===== src/rtl/ultrasound_tx_array_pkg.sv =====
// utx_pkg: shared defaults and types for the multi-channel ultrasound transmitter.
//   UTX_N_CH / UTX_PAT_W / UTX_HP_W / UTX_DLY_W : default geometry
//   ch_state_t : per-channel FSM state
//   utx_cfg_t  : transmission config snapshot handed from the top to every channel
//   utx_clamp_len() : limits a requested pattern length to UTX_PAT_W
package utx_pkg;

    localparam int UTX_N_CH  = 4;
    localparam int UTX_PAT_W = 32;
    localparam int UTX_HP_W  = 8;
    localparam int UTX_DLY_W = 12;
    localparam int UTX_LEN_W = $clog2(UTX_PAT_W) + 1;

    typedef enum logic [1:0] {
        CH_IDLE  = 2'd0,
        CH_DELAY = 2'd1,
        CH_TX    = 2'd2
    } ch_state_t;

    typedef struct packed {
        logic [UTX_PAT_W-1:0] pattern;
        logic [UTX_PAT_W-1:0] mask;
        logic [UTX_LEN_W-1:0] pat_len;
        logic [15:0]          pulse_len;
        logic [UTX_HP_W-1:0]  half_period;
    } utx_cfg_t;

    function automatic logic [UTX_LEN_W-1:0] utx_clamp_len(input logic [UTX_LEN_W-1:0] len);
        return (len > UTX_LEN_W'(UTX_PAT_W)) ? UTX_LEN_W'(UTX_PAT_W) : len;
    endfunction

endpackage


===== src/rtl/ultrasound_tx_array_channel.sv =====
// utx_channel: one transducer channel. Waits its start delay, then plays the
// snapshot pattern bit by bit on a carrier of programmable half-period.
// Ports:
//   clk, rstn   clock, synchronous active-low reset
//   i_clear     abort to IDLE on the next edge (enable dropped)
//   i_start     accepted fire from the top
//   i_cfg       config snapshot (stable while this channel is busy)
//   i_delay     start delay in clocks (snapshot)
//   o_busy      channel in DELAY or TX
//   o_wave      registered drive output
module utx_channel
    import utx_pkg::*;
#(
    parameter int DLY_W = UTX_DLY_W
) (
    input  logic             clk,
    input  logic             rstn,
    input  logic             i_clear,
    input  logic             i_start,
    input  utx_cfg_t         i_cfg,
    input  logic [DLY_W-1:0] i_delay,
    output logic             o_busy,
    output logic             o_wave
);

    localparam int BIT_W = $clog2(UTX_PAT_W);

    ch_state_t              r_state,   w_state;
    logic [DLY_W-1:0]       r_dcnt,    w_dcnt;
    logic [UTX_HP_W-1:0]    r_hcnt,    w_hcnt;
    logic                   r_carrier, w_carrier;
    logic [16:0]            r_hcyc,    w_hcyc;     // half-periods elapsed in current bit
    logic [UTX_LEN_W-1:0]   r_bit,     w_bit;
    logic                   r_wave,    w_wave;

    logic [UTX_HP_W-1:0]    w_hp_last;
    logic [15:0]            w_pl_eff;
    logic [16:0]            w_hcyc_last;
    logic [UTX_LEN_W-1:0]   w_bit_last;

    // Zero half_period / pulse_len behave as 1.
    assign w_hp_last   = (i_cfg.half_period == '0) ? '0 : i_cfg.half_period - 1'b1;
    assign w_pl_eff    = (i_cfg.pulse_len == '0) ? 16'd1 : i_cfg.pulse_len;
    assign w_hcyc_last = {w_pl_eff, 1'b0} - 17'd1;
    assign w_bit_last  = i_cfg.pat_len - 1'b1;

    always_comb begin
        w_state   = r_state;
        w_dcnt    = r_dcnt;
        w_hcnt    = r_hcnt;
        w_carrier = r_carrier;
        w_hcyc    = r_hcyc;
        w_bit     = r_bit;
        w_wave    = 1'b0;
        if (i_clear) begin
            w_state   = CH_IDLE;
            w_dcnt    = '0;
            w_hcnt    = '0;
            w_carrier = 1'b0;
            w_hcyc    = '0;
            w_bit     = '0;
        end else begin
            case (r_state)
                CH_IDLE: begin
                    if (i_start) begin
                        w_state = CH_DELAY;
                        w_dcnt  = '0;
                    end
                end
                CH_DELAY: begin
                    if (r_dcnt == i_delay) begin
                        // Empty pattern: finish without ever driving.
                        w_state   = (i_cfg.pat_len == '0) ? CH_IDLE : CH_TX;
                        w_hcnt    = '0;
                        w_carrier = 1'b0;
                        w_hcyc    = '0;
                        w_bit     = '0;
                    end else begin
                        w_dcnt = r_dcnt + 1'b1;
                    end
                end
                CH_TX: begin
                    if (r_hcnt == w_hp_last) begin
                        w_hcnt    = '0;
                        w_carrier = ~r_carrier;
                        if (r_hcyc == w_hcyc_last) begin
                            w_hcyc = '0;
                            if (r_bit == w_bit_last) w_state = CH_IDLE;
                            else                     w_bit   = r_bit + 1'b1;
                        end else begin
                            w_hcyc = r_hcyc + 1'b1;
                        end
                    end else begin
                        w_hcnt = r_hcnt + 1'b1;
                    end
                end
                default: w_state = CH_IDLE;
            endcase
        end
        // Wave is registered from next-state values so it lines up with the state register.
        w_wave = (w_state == CH_TX) &&
                 ((i_cfg.pattern[w_bit[BIT_W-1:0]] ^ w_carrier) & i_cfg.mask[w_bit[BIT_W-1:0]]);
    end

    always_ff @(posedge clk) begin
        if (!rstn) begin
            r_state   <= CH_IDLE;
            r_dcnt    <= '0;
            r_hcnt    <= '0;
            r_carrier <= 1'b0;
            r_hcyc    <= '0;
            r_bit     <= '0;
            r_wave    <= 1'b0;
        end else begin
            r_state   <= w_state;
            r_dcnt    <= w_dcnt;
            r_hcnt    <= w_hcnt;
            r_carrier <= w_carrier;
            r_hcyc    <= w_hcyc;
            r_bit     <= w_bit;
            r_wave    <= w_wave;
        end
    end

    assign o_busy = (r_state != CH_IDLE);
    assign o_wave = r_wave;

endmodule


===== src/rtl/ultrasound_tx_array.sv =====
// ultrasound_tx_array: fires N_CH steered transducer channels every tx_period+1
// clocks with a BPSK / on-off pattern on a programmable carrier.
// Ports:
//   clk, rstn       clock, synchronous active-low reset
//   i_enable        run; low stops and clears everything on the next edge
//   i_pattern       per-bit carrier phase invert
//   i_mask          per-bit carrier on (1) / silent (0)
//   i_pat_len       bits per transmission, clamped to PAT_W
//   i_pulse_len     carrier periods per bit
//   i_half_period   carrier half-period in clocks
//   i_tx_period     fire interval minus one
//   i_delay         per-channel start delay, channel c at [c*DLY_W +: DLY_W]
//   o_wave          transducer drive, one bit per channel
//   o_busy          any channel in DELAY or TX
//   o_done          one-cycle pulse when the last channel finishes
//   o_overrun       one-cycle pulse when a fire is dropped because busy
// Optional (macro UTX_BURST_LIMIT_EN):
//   i_burst_cnt     accepted fires per enable session (0 = unlimited)
//   o_burst_done    limit reached; cleared by dropping enable
// Pattern and half-period widths follow utx_pkg because utx_cfg_t carries them.
module ultrasound_tx_array
    import utx_pkg::*;
#(
    parameter int N_CH  = UTX_N_CH,
    parameter int DLY_W = UTX_DLY_W
) (
    input  logic                  clk,
    input  logic                  rstn,
    input  logic                  i_enable,
    input  logic [UTX_PAT_W-1:0]  i_pattern,
    input  logic [UTX_PAT_W-1:0]  i_mask,
    input  logic [UTX_LEN_W-1:0]  i_pat_len,
    input  logic [15:0]           i_pulse_len,
    input  logic [UTX_HP_W-1:0]   i_half_period,
    input  logic [31:0]           i_tx_period,
    input  logic [N_CH*DLY_W-1:0] i_delay,
`ifdef UTX_BURST_LIMIT_EN
    input  logic [15:0]           i_burst_cnt,
    output logic                  o_burst_done,
`endif
    output logic [N_CH-1:0]       o_wave,
    output logic                  o_busy,
    output logic                  o_done,
    output logic                  o_overrun
);

    logic [31:0]           r_per_cnt;
    logic                  r_busy_q;
    utx_cfg_t              r_cfg;
    logic [N_CH*DLY_W-1:0] r_delay;
    logic [N_CH-1:0]       w_ch_busy;
    logic                  w_busy;
    logic                  w_fire;
    logic                  w_accept;
    logic                  w_limit;

`ifdef UTX_BURST_LIMIT_EN
    logic [15:0] r_burst_n;

    assign w_limit      = (i_burst_cnt != '0) && (r_burst_n >= i_burst_cnt);
    assign o_burst_done = w_limit;

    always_ff @(posedge clk) begin
        if (!rstn || !i_enable) r_burst_n <= '0;
        else if (w_accept)      r_burst_n <= r_burst_n + 1'b1;
    end
`else
    assign w_limit = 1'b0;
`endif

    assign w_busy   = |w_ch_busy;
    assign w_fire   = i_enable && (r_per_cnt == '0) && !w_limit;
    assign w_accept = w_fire && !w_busy;

    // r_busy_q is cleared with everything else on disable, so an abort never yields done.
    always_ff @(posedge clk) begin
        if (!rstn || !i_enable) begin
            r_per_cnt <= '0;
            r_busy_q  <= 1'b0;
        end else begin
            r_per_cnt <= (r_per_cnt == i_tx_period) ? '0 : r_per_cnt + 1'b1;
            r_busy_q  <= w_busy;
        end
    end

    // Shadow config: only loaded when every channel is idle.
    always_ff @(posedge clk) begin
        if (!rstn) begin
            r_cfg   <= '0;
            r_delay <= '0;
        end else if (w_accept) begin
            r_cfg.pattern     <= i_pattern;
            r_cfg.mask        <= i_mask;
            r_cfg.pat_len     <= utx_clamp_len(i_pat_len);
            r_cfg.pulse_len   <= i_pulse_len;
            r_cfg.half_period <= i_half_period;
            r_delay           <= i_delay;
        end
    end

    for (genvar c = 0; c < N_CH; c++) begin : g_ch
        utx_channel #(.DLY_W(DLY_W)) u_ch (
            .clk     (clk),
            .rstn    (rstn),
            .i_clear (!i_enable),
            .i_start (w_accept),
            .i_cfg   (r_cfg),
            .i_delay (r_delay[c*DLY_W +: DLY_W]),
            .o_busy  (w_ch_busy[c]),
            .o_wave  (o_wave[c])
        );
    end

    assign o_busy    = w_busy;
    assign o_done    = r_busy_q && !w_busy;
    assign o_overrun = w_fire && w_busy;

endmodule


===== config.mk =====
export PLATFORM = sky130hd
export DESIGN_NAME = ultrasound_tx_array
export DESIGN_NICKNAME = d
export VERILOG_FILES = /design/src/rtl/ultrasound_tx_array_pkg.sv /design/src/rtl/ultrasound_tx_array_channel.sv /design/src/rtl/ultrasound_tx_array.sv
export SDC_FILE = /design/constraint.sdc
export NUM_CORES = 1
export LEC_CHECK = 0
export ABC_AREA = 1
export ABC_CLOCK_PERIOD_IN_PS = 9400
export BUFFER_PORTS_ARGS = -buffer_cell sky130_fd_sc_hd__buf_4
export CAP_MARGIN = 40
export CORE_MARGIN = 2
export CORE_UTILIZATION = 45
export CTS_BUF_LIST = sky130_fd_sc_hd__clkbuf_8
export CTS_CLUSTER_SIZE = 28
export DETAILED_ROUTE_END_ITERATION = 8
export GPL_TIMING_DRIVEN = 0
export PLACE_DENSITY = 0.64
export RECOVER_POWER = 25
export SLEW_MARGIN = 10
export SYNTH_ARGS = -nofsm -noshare
export SYNTH_HDL_FRONTEND = slang
export SYNTH_SLANG_ARGS = --single-unit

===== constraint.sdc =====
create_clock -name clk -period 9.4 [get_ports clk]
set_input_delay 0.47 -clock clk [delete_from_list [all_inputs] [get_ports clk]]
set_output_delay 0.47 -clock clk [all_outputs]
set_load 0.005 [all_outputs]

==> results.yml, run 1 <==
run_status:
  status: "finished, violations left"
  violations: "max-capacitance violations, max-slew violations"
yosys:
  async_flop_share: 0
  synth_flop_cell: "dfxtp_1"
  synth_cell_types: 62
  yosysTopAreaCell: "dfxtp_1"
  ys_ff_latch: 363
  synth_top_area_frac: 0.319
  synth_common_cells: "nand2_1, nor2_1, nand3_1"
  synth_edf_count: 0
  syn_area_per_cell_um2: 6.60
  ys_seq_area_frac: 0.319
  synth_warnings: 0
  ys_top_cells_by_area: "dfxtp_1, nand3_1, nand2_1"
  synthesis.nets: 3668
  syn-instance-count: 3454
  yosys.cell_count.top_type: "nand2_1"
  synth_area_um2: 22800
critical_path:
  critPathTopFamily: "simple AND/OR/NAND/NOR gates"
  cp_num_buf_inv: 4
  crit_arrival_ns: 5.48
  timing.rr.end: "g_ch[2].u_ch.r_dcnt[10]$_SDFFE_PN0P_"
  cp_common_cell: "inv_1"
  cp-startpoint: "g_ch[2].u_ch.r_state[0]$_SDFF_PN0_"
  cp_max_fo: 6
  reg2reg_slack_ns: 4.43
  cp_cell_sequence: "inv_1, ha_1, inv_1, nor4_1, inv_1, nor4_1, o21ai_0, nor3_1, nand3_1, nor2_1, inv_1, nor2_1, nand2_1, nor2_1, nand2_1, nor3b_1"
  crit_required_ns: 9.91
  crit_cells: 16
  critPathCaptureType: "flop"
  cp-start-kind: "flop"
  max_stage_delay_ns: 1.28
  rr_worst_depth: 16
  timing.rr.start: "g_ch[2].u_ch.r_state[0]$_SDFF_PN0_"
  endpoint: "g_ch[2].u_ch.r_dcnt[10]$_SDFFE_PN0P_"
  crit_slowest_cell: "nor4_1"
  crit_type: "reg2reg"
timing:
  finalSetupTns_ns: 0
  setup_ws_ns: 4.43
  maxSlewViolCount: 1
  hold_viol: 0
  timing.fmax_ghz: 0.201
  setup_viol: 0
  rsz0062_at_grt: "no"
  max_slew_margin: -0.00393
  fin_crit_ns: 4.97
  finalCritPeriodShare: 0.528
  skew_ns: 0.0208
  tightest_slew_ns: 1.49
global_routing:
  grt_pass1_wl_mm: 123
  grt_pass1_vias: 22500
  top_usage_layer: "met2"
  met1_usage: 0.378
  use_met2: 0.490
  grt_overflow_total: 0
  grtUsageMet3: 0.0502
  grt_usage: 0.296
  grt_max_degree: 11
  antenna_found_initial: 1
power_and_ir_drop:
  pwr-share-comb: 0.231
  p_seq_frac: 0.395
  switchingPower_uw: 1490
  swShare: 0.340
  ir_drop_uv: 138
  p_clk_frac: 0.374
  pwr_density_cell_nw_per_um2: 166
  cell_internal_pwr_uw: 2900
  finalPower_uw: 4390
  p_leak_uw: 0.0107
placement:
  portBuffers: 181
  place_hpwl_mm: 60.6
  pre_cts_ws_ns: 4.54
  globalplace.congestion: 0.989
  placed_area_um2: 25100
cts:
  cts-htree-levels: 3
  cts_resized: 0
  root_buffer: "clkbuf_8"
  post-cts-setup-buffer-count: 0
  cts_tree: "done"
  hold_buffers: 3
  cts_buffer_depth: 3
  worstSkewPairLatency_ns: 0.65
  cts_sinks: 363
  clk_pin_slew_ns: 0.07
  cts_buffers: 67
drt:
  viasPerCell: 5.37
  firstDrtPassIters: 6
  ant_nets: 0
  drt_iter0_drc: 2087
  routedWlPerCell_um: 17.8
  drc_errors: 0
  routed_wl_mm: 78.7
  num_vias: 23800
hold_path:
  min-delay-path-class: "in2reg"
floorplanning:
  io_pins: 184
  die_h_um: 229
  core-area_um2: 50100
  rows: 82
  die_w_um: 229
  fp.dieArea_um2: 52500
  start_util: 0.455
cells_and_area:
  nFillCells: 5263
  fin_area_um2: 26500
  synthToLayoutAreaGrowth_pct: 16.1
  drive_above_1_share: 0.121
  n_antenna_cell: 0
  nets: 3928
job:
  maxCapViolations: 1
registers in the layout, indices dropped and copies added, names as in the netlist:
signal and cells:
g_ch.u_ch.r_state 8, g_ch.u_ch.r_carrier 4, g_ch.u_ch.r_hcnt 32, g_ch.u_ch.r_bit 24, r_per_cnt 32, g_ch.u_ch.r_hcyc 68, r_busy_q 1, r_delay 48
r_cfg 94, g_ch.u_ch.o_wave 4, g_ch.u_ch.r_dcnt 48
layout by cell type (no fill, tap or decap), drive strengths merged, types with 8 or more instances in the layout:
cell type and n:
nand2 633, nor2 562, nand3 491, inv 385, dfxtp 363, buf 222
o21ai 202, clkbuf 173, xor2 117, a21oi 110, nor3 94, nand4 61
xnor2 60, a211oi 54, nor3b 38, nor4 37, ha 37, o211ai 26
or2 19, clkinv 11, nand3b 9, o2111ai 8
cell families after synthesis:
family	after synthesis	synth area share
AO/OA/AOI/OAI	429	0.110
XOR/XNOR	177	0.0693
adder cells (fa/ha/maj)	37	0.0203
buffers and inverters	495	0.0880
flip-flops	363	0.319
AND/OR/NAND/NOR	1953	0.394
power groups by stage:
stage,Sequential [uW],Combinational (uW),Clock (uW)
2_1_floorplan,1710,694,0
3_3_place_gp,1760,998,0
3_5_place_dp,1760,1000,0
4_1_cts,1730,1010,1670
5_1_grt,1740,1130,1730
6_report,1740,1010,1640
metrics by stage:
stage	util	cells	hold WS, ns
global route	0.529	4432	0.0135
global placement	0.499	4307	0.454
floorplan	-	3454	0.439
CTS	0.530	4432	0.00122
finish	0.529	4432	0.0378
detailed placement	0.501	4314	0.458
per-layer routing:
metal / wire [um] / vias up
met5: 14 / -
met4: 3460 / 2
met3: 4950 / 221
met2: 36000 / 788
met1: 34300 / 10800
li1: - / 12000
worst register-to-register path, stage by stage, from the launching register on:
cell and delay [ns]:
dfxtp_1 0.33, inv_1 0.11, ha_1 0.18, inv_1 0.09, nor4_1 0.84, inv_1 0.30, nor4_1 1.28, o21ai_0 0.46
nor3_1 0.39, nand3_1 0.16, nor2_1 0.12, inv_1 0.07, nor2_1 0.09, nand2_1 0.08, nor2_1 0.13, nand2_1 0.06
nor3b_1 0.13
how the worst min path moves through the flow:
stage / startpoint / endpoint / cells after the start
final: i_pattern[6] / r_cfg[68]$_SDFFE_PN0P_ / 3
after global placement: g_ch[0].u_ch.r_hcyc[15]$_SDFFE_PN0P_ / g_ch[0].u_ch.r_hcyc[15]$_SDFFE_PN0P_ / 2
after floorplan: g_ch[0].u_ch.r_bit[5]$_SDFFE_PN0P_ / g_ch[0].u_ch.r_bit[5]$_SDFFE_PN0P_ / 2
after detailed placement: g_ch[0].u_ch.r_bit[5]$_SDFFE_PN0P_ / g_ch[0].u_ch.r_bit[5]$_SDFFE_PN0P_ / 2
after global routing: i_delay[9] / r_delay[9]$_SDFFE_PN0P_ / 3
after CTS: i_delay[3] / r_delay[3]$_SDFFE_PN0P_ / 3
area by class of cell:
type,count,area [um2],share of cell area
Clock buffer,83,1140,0.0432
Inverter,371,1390,0.0526
Buffer,124,611,0.0231
Sequential cell,363,7270,0.275
Clock inverter,32,277,0.0104
Timing Repair Buffer,191,1440,0.0544
Tap cell,672,841,0.0318
Multi-Input combinational cell,2596,13500,0.510
(Power assumes the default switching activity.)
==> run 2, diff against run 1 <==
Settings changed: ABC_CLOCK_PERIOD_IN_PS 9400 to 4150, PLACE_DENSITY 0.64 to 0.66.
Clock period 9.4 ns to 4.15 ns, I/O delays scaled along.
==> run 2 against run 1 <==
Against the previous run:
- global-route usage barely moved
- non-clock buffer count rose by 167
- the flow now finishes without violations
- sequential power rose by 130%
- sequential share of layout area fell by 1.9 points
- worst hold slack improved by 0.12 ns
- cell area rose by 7.7%
==> results.yml, run 2 (synthesis results as in run 1) <==
global_routing:
  grt_overflow_total: 0
  met1_usage: 0.363
  grt_usage: 0.296
  grt_pass1_vias: 23100
  antenna_found_initial: 3
  grt_pass1_wl_mm: 124
  grt_max_degree: 11
  top_usage_layer: "met2"
  use_met2: 0.490
  grtUsageMet3: 0.0604
power_and_ir_drop:
  p_clk_frac: 0.352
  p_seq_frac: 0.392
  ir_drop_uv: 240
  finalPower_uw: 10000
  switchingPower_uw: 3480
  swShare: 0.347
  pwr_density_cell_nw_per_um2: 352
  pwr-share-comb: 0.256
  cell_internal_pwr_uw: 6550
  p_leak_uw: 0.0115
floorplanning:
  fp.dieArea_um2: 52500
  core-area_um2: 50100
  die_h_um: 229
  die_w_um: 229
  io_pins: 184
  rows: 82
  start_util: 0.455
drt:
  routedWlPerCell_um: 17.5
  ant_nets: 0
  firstDrtPassIters: 6
  num_vias: 24900
  viasPerCell: 5.39
  routed_wl_mm: 80.5
  drc_errors: 0
  drt_iter0_drc: 2627
cells_and_area:
  nets: 4097
  regMostFlops: "r_cfg"
  fin_area_um2: 28500
  largest_reg_flops: 94
  synthToLayoutAreaGrowth_pct: 25.0
  drive_above_1_share: 0.139
  biggestRegsByFlops: "r_cfg: 94 flops, g_ch.u_ch.r_hcyc: 68 flops"
  nFillCells: 4881
  final_cell_mix: "nand2_1, nor2_1, nand3_1"
  layout.cells.most_common: "nand2_1"
  final_cells: 4608
timing:
  skew_ns: 0.0331
  maxSlewViolCount: 0
  finalCritPeriodShare: 0.977
  fin_crit_ns: 4.05
  setup_viol: 0
  finalSetupTns_ns: 0
  tightest_slew_ns: 1.09
  hold_viol: 0
  timing.fmax_ghz: 0.247
  rsz0062_at_grt: "yes"
  finalHoldWorstSlack_ns: 0.156
  max_slew_margin: 0.263
critical_path:
  crit_slowest_cell: "dfxtp_2"
  crit_required_ns: 4.74
  crit_type: "reg2reg"
  critPathCaptureType: "flop"
  crit_arrival_ns: 4.64
  cp-start-kind: "flop"
  max_stage_delay_ns: 0.40
  cp_common_cell: "nand2_1"
  cp_max_fo: 6
cts:
  root_buffer: "clkbuf_8"
  cts_buffer_depth: 3
  worstSkewPairLatency_ns: 0.67
  cts_tree: "done"
  cts_sinks: 363
  clk_pin_slew_ns: 0.06
  cts_buffers: 68
  cts-htree-levels: 3
placement:
  dpl.cell_count: 4313
  globalplace.congestion: 1.04
  portBuffers: 181
  placed_area_um2: 25100
  place_hpwl_mm: 59.1
hold_path:
  min-delay-path-class: "in2reg"
job:
  maxCapViolations: 0
run_status:
  status: "finished, final reports clean"
[run 2: routing by layer]
metal  part of all wire  vias up
met2               0.46     1056
met4              0.058        2
met3              0.078      306
li1                   -    12300
met5            0.00016        -
met1               0.41    11200
[run 2: what timing repair did]
item | in CTS | in global routing
buffers inserted | 5 | 17
pin swaps | 4 | 21
hold buffers | 147 | 0
resized for setup | 46 | 60
endpoints found under the setup margin | 25 | 20
gates cloned | 0 | 4
hold endpoints to repair | 142 | 0
[run 2: final timing paths]
path              cells after the start  slack (ns)                              endpoint                                  from
setup / recovery                     32         0.1        g_ch[3].u_ch.o_wave$_SDFF_PN0_                r_cfg[14]$_SDFFE_PN0P_
hold / removal                        3        0.16      g_ch[0].u_ch.r_bit[3]$_SDFF_PN0_                              i_enable
setup reg to reg                     32         0.1        g_ch[3].u_ch.o_wave$_SDFF_PN0_                r_cfg[14]$_SDFFE_PN0P_
hold reg to reg                       2        0.47  g_ch[0].u_ch.r_hcyc[15]$_SDFFE_PN0P_  g_ch[0].u_ch.r_hcyc[15]$_SDFFE_PN0P_
[run 2: critical path, delay by kind of cell (launching register included)]
kind	cells	cell delay [ns]
adders and majority gates	1	0.17
buffers and inverters	4	0.48
AOI/OAI and AO/OA	2	0.16
and+or+nand+nor	25	2.73
DFF	1	0.40
[run 2: stage by stage]
step / setup slack, ns / util
6_report: 0.0973 / 0.569
5_1_grt: -0.0777 / 0.569
4_1_cts: -0.0130 / 0.561
3_5_place_dp: -0.724 / 0.501
3_3_place_gp: -1.07 / 0.499
2_1_floorplan: 0.791 / -
[run 2: power groups by stage]
stage	clock (uW)	combinational, uW	sequential, uW
after floorplan	0	1570	3870
after global placement	0	2240	3980
after detailed placement	0	2270	3980
after CTS	3600	2430	3910
after global routing	3770	2810	3940
final	3540	2570	3930
[run 2: layout make-up]
type | instances | area, um2 | share of cell area
clock buffers | 85 | 1170 | 0.0410
repair buffers | 359 | 3130 | 0.110
clock inverters | 37 | 208 | 0.00729
multi-input cells | 2597 | 13800 | 0.484
diodes | 1 | 2.50 | 0.0000878
well taps | 672 | 841 | 0.0295
flip-flops and latches | 363 | 7290 | 0.256
inverters | 371 | 1410 | 0.0495
plain buffers | 123 | 649 | 0.0228
